==> config.mk <==
export PLATFORM = sky130hd
export DESIGN_NAME = pc_fetch_sequencer
export DESIGN_NICKNAME = d
export VERILOG_FILES = /design/src/rtl/pc_fetch_sequencer.sv
export SDC_FILE = /design/constraint.sdc
export NUM_CORES = 1
export LEC_CHECK = 0
export ABC_AREA = 1
export CORE_ASPECT_RATIO = 1.25
export CORE_UTILIZATION = 45
export DETAILED_ROUTE_END_ITERATION = 6
export GPL_TIMING_DRIVEN = 0
export PLACE_DENSITY = 0.85
export SYNTH_ARGS = -nofsm -noshare
export SYNTH_HDL_FRONTEND = slang
export SYNTH_SLANG_ARGS = --single-unit
==> constraint.sdc <==
create_clock -name Clk -period 2.3 [get_ports Clk]
set_input_delay 0.575 -clock Clk [delete_from_list [all_inputs] [get_ports Clk]]
set_output_delay 0.575 -clock Clk [all_outputs]
set_load 0.05 [all_outputs]
==> src/rtl/pc_fetch_sequencer.sv <==
// Fetch-stage controller: owns the PC register, sequences the PC+4 incrementor,
// handshakes with instruction memory and applies stalls, redirects and IF/ID flushes.
module pc_fetch_sequencer #(
  parameter logic [31:0] RESET_PC     = 32'h0000_0000,
  parameter int unsigned FLUSH_CYCLES = 1
) (
  input  logic        Clk,
  input  logic        Rst,
  input  logic [31:0] PCAddResult,
  output logic [31:0] PCResult,
  output logic        WriteEn,
  output logic        IMemReq,
  input  logic        IMemAck,
  input  logic        Stall,
  input  logic        BranchTaken,
  input  logic [31:0] BranchTarget,
  input  logic        Jump,
  input  logic [31:0] JumpTarget,
  output logic        IFIDWrite,
  output logic        IFIDFlush,
  output logic        AlignErr,
  output logic [31:0] FetchCount
);

  localparam int unsigned CNT_W = 3;
  localparam logic [CNT_W-1:0] FLUSH_INIT = CNT_W'(FLUSH_CYCLES - 1);
  // A single-cycle flush window is fully covered by the redirect cycle itself.
  localparam logic SHORT_FLUSH = (FLUSH_CYCLES <= 1);

  typedef enum logic [1:0] {
    BOOT  = 2'd0,
    FETCH = 2'd1,
    STALL = 2'd2,
    FLUSH = 2'd3
  } state_t;

  state_t           state;
  state_t           state_next;
  logic [31:0]      pc_next;
  logic [31:0]      count_next;
  logic [31:0]      target;
  logic [CNT_W-1:0] flush_cnt;
  logic [CNT_W-1:0] flush_cnt_next;
  logic             align_next;
  logic             redirect;

  // Redirect source selection; jump wins over a simultaneous branch.
  always_comb begin
    target   = Jump ? JumpTarget : BranchTarget;
    redirect = (Jump | BranchTaken) && (state != BOOT);
  end

  // Next-state, PC update and handshake outputs.
  always_comb begin
    state_next     = state;
    pc_next        = PCResult;
    count_next     = FetchCount;
    flush_cnt_next = flush_cnt;
    align_next     = 1'b0;
    WriteEn        = 1'b0;
    IFIDWrite      = 1'b0;
    IMemReq        = 1'b0;
    IFIDFlush      = 1'b0;

    case (state)
      BOOT: begin
        state_next = FETCH;
      end
      FETCH: begin
        IMemReq = 1'b1;
        if (Stall) begin
          state_next = STALL;
        end else if (IMemAck) begin
          WriteEn    = 1'b1;
          IFIDWrite  = 1'b1;
          pc_next    = PCAddResult;
          count_next = FetchCount + 32'd1;
        end
      end
      STALL: begin
        if (!Stall) begin
          state_next = FETCH;
        end
      end
      FLUSH: begin
        IFIDFlush = 1'b1;
        if (flush_cnt <= CNT_W'(1)) begin
          flush_cnt_next = '0;
          state_next     = FETCH;
        end else begin
          flush_cnt_next = flush_cnt - CNT_W'(1);
        end
      end
      default: begin
        state_next = BOOT;
      end
    endcase

    // Redirect overrides stall and ack handling; any ack this cycle is dropped.
    if (redirect) begin
      WriteEn        = 1'b0;
      IFIDWrite      = 1'b0;
      count_next     = FetchCount;
      IFIDFlush      = 1'b1;
      pc_next        = {target[31:2], 2'b00};
      align_next     = |target[1:0];
      flush_cnt_next = FLUSH_INIT;
      state_next     = SHORT_FLUSH ? FETCH : FLUSH;
    end
  end

  // State and datapath registers.
  always_ff @(posedge Clk or negedge Rst) begin
    if (!Rst) begin
      state      <= BOOT;
      PCResult   <= RESET_PC;
      FetchCount <= '0;
      flush_cnt  <= '0;
      AlignErr   <= 1'b0;
    end else begin
      state      <= state_next;
      PCResult   <= pc_next;
      FetchCount <= count_next;
      flush_cnt  <= flush_cnt_next;
      AlignErr   <= align_next;
    end
  end

endmodule

# ---- After elaboration in Yosys (flattened, before gate mapping)
# Index checks and enable logic that the tools add are counted.
dict set report word_totals {
  register_bits 70
  input_bits 102
  out_inout_bits 69
  elab_cells 49
}
dict set report classes {
  add_sub_neg 2
  order_cmp 1
  n_eq_ne 7
  n_mux 21
  bitwise 3
  reduce_logical 10
}
# operator count
set ops {}
lappend ops {{32-bit two-way mux} 5}
lappend ops {{32-bit by 1-bit adder with 32-bit output (second input constant)} 1}
lappend ops {{3-bit two-way mux} 3}
lappend ops {{3-bit != test (second input constant)} 3}
lappend ops {{1-bit two-way mux} 8}
lappend ops {{2-bit two-way mux} 4}
lappend ops {{2-bit one-hot mux with 4 select lines} 1}
lappend ops {{2-bit nonzero test} 4}
lappend ops {{3-bit AND reduction} 2}
lappend ops {{2-bit == test (second input constant)} 2}
lappend ops {{4-bit AND reduction} 1}
lappend ops {{3-bit by 1-bit <= comparator with 1-bit output (second input constant)} 1}
lappend ops {{3-bit by 1-bit subtractor with 3-bit output (second input constant)} 1}
lappend ops {{2-bit by 1-bit == test with 1-bit output (second input constant)} 1}
lappend ops {{2-bit logical NOT} 1}
lappend ops {{2-bit by 1-bit != test with 1-bit output (second input constant)} 1}
lappend ops {{1-bit inverter} 2}
lappend ops {{2-bit OR reduction} 1}
lappend ops {{1-bit logical AND} 1}
lappend ops {{1-bit bitwise OR} 1}

# ---- Longest topological paths before layout
dict set report logic_depth {
  ltp_word 4
  mapped_depth 10
  depth_no_buf 9
}

# ---- Worst setup path before layout
# No wires, ideal clock.
dict set report synth_timing {
  kind {input port to output port}
  from {in Jump}
  to {out WriteEn}
  t_arrival_ps 1733
  t_required_ps 1725
  slack_ps -8
  cell_stages 7
  path_buffers 2
  path_cell_list {buf_2 > nor2_4 > inv_1 > nand2_4 > nand2_8 > inv_1 > buf_4}
}
dict set report synth_via {
  elab_chain_len 3
}
# element line_no
set synth_lines {}
lappend synth_lines {{start, declared} 17} ;# input logic Jump,
lappend synth_lines {{1-bit bitwise OR} 50} ;# redirect = (Jump | BranchTaken) && (state != BOOT);
lappend synth_lines {{1-bit logical AND} 50}
lappend synth_lines {{1-bit two-way mux} n/a}
lappend synth_lines {{end, declared} 11} ;# output logic WriteEn,
# No other way between the ends.

# ---- Worst setup path in the final report
dict set report layout_timing {
  from {in IMemAck}
  to {out WriteEn}
}
dict set report layout_via {
  elab_chain_len 4
}
# element line_no
set layout_lines {}
lappend layout_lines {{start, declared} 13} ;# input logic IMemAck,
lappend layout_lines {{1-bit two-way mux} 73} ;# end else if (IMemAck) begin
lappend layout_lines {{1-bit two-way mux} 71} ;# if (Stall) begin
lappend layout_lines {{1-bit two-way mux} 65} ;# case (state)
lappend layout_lines {{1-bit two-way mux} 100} ;# if (redirect) begin
# No other way between the ends.

==> impl_metrics.env <==
export IMPL_outcome="completed"
export IMPL_synth_cell_area_sq_um=3900
export IMPL_routed_wire_length_per_instance_um=15.8
export IMPL_detail_route_iter0_violations=134
export IMPL_min_period_over_period_pct=98.5
export IMPL_yosys_area_top_type="sky130_fd_sc_hd__dfrtp_1"
export IMPL_hpwl_um=9300
export IMPL_timing_max_transition_violations_final=0
export IMPL_power_density_nw_per_um2=604
export IMPL_setup_worst_path_start_class="primary input"
export IMPL_cts_made_buffers=9
export IMPL_synth_top_cell_area_share_pct=44.9
export IMPL_die_y_um=106
export IMPL_synthesis_area_per_instance_sq_um=8.33
export IMPL_cts_max_path_buffers=2
export IMPL_io_pin_count=171
export IMPL_grt_setup_unrepaired="true"
export IMPL_drt_pass1_iterations=4
export IMPL_total_leakage_power_uw=0.00252
export IMPL_area_sequential_sq_um=1750
export IMPL_latest_clock_arrival_within_the_worst_skew_pair_ns=0.35
export IMPL_async_flop_share_pct=100
export IMPL_critPathBufInv=4
export IMPL_initial_core_util_pct=46.9
export IMPL_filler_cell_count=673
export IMPL_finClkSkew_ns=0.00709
export IMPL_final_setup_tns_ns=0
export IMPL_cts_clk_slew_worst_paths_ns=0.07
export IMPL_ant_nets=0
export IMPL_antenna_cells=0
export IMPL_place_congestion=0.970
export IMPL_worst_slew_pin_slew_ns=0.899
export IMPL_area_growth_syn_to_layout_pct=51.3
export IMPL_floorplan_die_area_sq_um=9060
export IMPL_final_min_clock_period_ns=2.27
export IMPL_post_synth_top_cells="sky130_fd_sc_hd__nand2_1 (73), sky130_fd_sc_hd__dfrtp_1 (70), sky130_fd_sc_hd__nor2_1 (61)"
export IMPL_maxSlewHeadroom_pct=40.1
export IMPL_vdd_ir_max_v=0.000411
export IMPL_reg2reg_setup_slack_ns=0.59
export IMPL_htree_num_levels=3
export IMPL_worstPathArrival_ns=1.69
export IMPL_global_route_usage_total_pct=27.8
export IMPL_area_of_the_multi_input_gates_sq_um=1880
export IMPL_synthTopCellsByArea="sky130_fd_sc_hd__dfrtp_1 (45%), sky130_fd_sc_hd__nand2_1 (7.0%), sky130_fd_sc_hd__nor2_1 (5.9%)"
export IMPL_report_final_setup_viol=0
export IMPL_timing_max_cap_violations=0
export IMPL_synth_main_ff_cell="sky130_fd_sc_hd__dfrtp_1"
export IMPL_total_power_uw=3570
export IMPL_clkSinkCount=70
export IMPL_worst_hold_path_type="primary input to asynchronous set/reset pin"
export IMPL_number_of_global_route_vias_before_repair=4186
export IMPL_yosys_warnings=0
export IMPL_route_detailed_drc=0
export IMPL_cts_hold_buffers=0
export IMPL_net_count_of_the_finished_layout=756
export IMPL_grt_max_degree=71
export IMPL_timing_worst_setup_path_type="primary input to output port"
export IMPL_crit_path_cell_trace="clkdlybuf4s50_1 > nand2_2 > nor2_8 > nand2_8 > clkinvlp_4 > buf_4 > buf_6"
export IMPL_number_of_flops_mapped_to_enable_cells_by_yosys=0
export IMPL_routed_via_density=5.35
export IMPL_netlist_cell_types=29
export IMPL_worstPathRequired_ns=1.73
export IMPL_setup_worst_path_end_class="output port"
export IMPL_number_of_antenna_violations_at_the_first_check_in_global_routing=0
export IMPL_tritoncts="done"
export IMPL_port_buffers=169
export IMPL_syn_instance_count=469
export IMPL_critical_path_max_stage_delay_ns=0.48
export IMPL_worstPathMaxFanout=4
export IMPL_die_width_um=85.3
export IMPL_achievable_frequency_mhz=441
export IMPL_clk_root_buffer_cell="sky130_fd_sc_hd__clkbuf_8"
export IMPL_finalHoldViolCount=0
export IMPL_grt_first_pass_wirelength_um=19500
export IMPL_overflow=0
export IMPL_most_common_cell_in_the_synthesized_netlist="sky130_fd_sc_hd__nand2_1"
export IMPL_wl_um=11900
export IMPL_syn_nets=574
export IMPL_drive_above_1_share_pct=13.0
export IMPL_vias=4026
export IMPL_critPathSlowestCell="sky130_fd_sc_hd__clkdlybuf4s50_1"
export IMPL_synth_ff_latch_count=70
export IMPL_synth_seq_area_share_pct=44.9
export IMPL_placeableCoreArea_sq_um=8330
export IMPL_critical_path_top_delay_family="buffers and inverters"
export IMPL_core_rowCount=37
## cell usage in the layout (no fill, tap or decap), drive strengths merged, types with 3 or more instances in the layout
cell type,count
nand4,14
clkbuf,18
inv,35
or2,30
dlymetal6s2s,4
a21oi,30
nor2,66
dfrtp,70
dlygate4sd2,3
xnor2,16
clkdlybuf4s50,158
nand3,18
xor2,7
o21ai,33
buf,20
nor3,9
o211ai,30
nand2,79
clkinv,5
ha,3
## flip-flops by register name, summed over array words and instances, names as in the netlist
name and flops:
flush_cnt 3, state 2, AlignErr 1, FetchCount 32, PCResult 32
## stage by stage
step	utilization [%]	std cells	setup WS, ns	hold WS [ns]	area, sq um
3_5_place_dp	68.6	735	-0.798	0.504	5720
5_1_grt	70.9	752	-0.00437	0.421	5910
2_1_floorplan	-	469	0.110	0.279	3910
6_report	70.9	752	0.0348	0.337	5910
4_1_cts	70.8	752	0.000765	0.376	5900
3_3_place_gp	68.7	735	-1.75	0.506	5720
## routing by layer
metal	share of wire [%]	track usage, %
met1	37	29.8
met2	52	49.0
met3	7.7	8.54
met4	3.5	14.8
met5	0	0
## power by group
part / total (uW) / internal, uW / switching [uW]
registers: 1460 / 1350 / 107
logic: 1240 / 490 / 755
clock network: 865 / 383 / 482
total: 3570 / 2220 / 1340
## path summary, 6_finish.rpt
path                                           start                         end  depth (start not counted)
setup / recovery                             IMemAck                     WriteEn                          7
hold / removal                                   Rst  FetchCount[24]$_DFFE_PN0P_                          1
setup reg to reg                state[1]$_DFFE_PN0P_  FetchCount[24]$_DFFE_PN0P_                         10
hold reg to reg            FetchCount[6]$_DFFE_PN0P_   FetchCount[6]$_DFFE_PN0P_                          1
max in group asynchronous                        Rst     PCResult[4]$_DFFE_PN0P_                          1
min in group Clk           FetchCount[6]$_DFFE_PN0P_   FetchCount[6]$_DFFE_PN0P_                          1
## kinds of logic (layout without fill, tap and decap cells)
| logic type | count (synthesis) | after routing | synth area share [%] |
|---|---|---|---|
| AND/OR/NAND/NOR | 218 | 218 | 27.0 |
| AO/OA/AOI/OAI | 96 | 96 | 14.4 |
| flip-flops | 70 | 70 | 44.9 |
| buffers and inverters | 59 | 245 | 7.05 |
| XOR/XNOR | 23 | 23 | 5.74 |
| adder cells (fa/ha/maj) | 3 | 3 | 0.961 |
## final cells by class
cell class | instances | area share [%]
clock buffers | 9 | 2.10
plain buffers | 23 | 2.37
flip-flops and latches | 70 | 29.6
inverters | 36 | 2.35
repair buffers | 171 | 28.9
clock inverters | 6 | 0.678
well taps | 97 | 2.05
multi-input cells | 340 | 31.9
## repair_timing
item,CTS,global route
resized for setup,24,5
cloned,0,0
setup endpoints to repair,4,5
buffers inserted,2,0
pin swaps,2,0
## worst register-to-register path, stage by stage, from the launching register on
cell	delay (ns)
sky130_fd_sc_hd__dfrtp_1	0.42
sky130_fd_sc_hd__inv_2	0.09
sky130_fd_sc_hd__nand2_2	0.09
sky130_fd_sc_hd__nor2_8	0.18
sky130_fd_sc_hd__nand2_8	0.07
sky130_fd_sc_hd__buf_4	0.19
sky130_fd_sc_hd__nor2_8	0.16
sky130_fd_sc_hd__buf_6	0.16
sky130_fd_sc_hd__nand3_1	0.10
sky130_fd_sc_hd__nand2_1	0.08
sky130_fd_sc_hd__nand2_1	0.05
(Power assumes the default switching activity.)
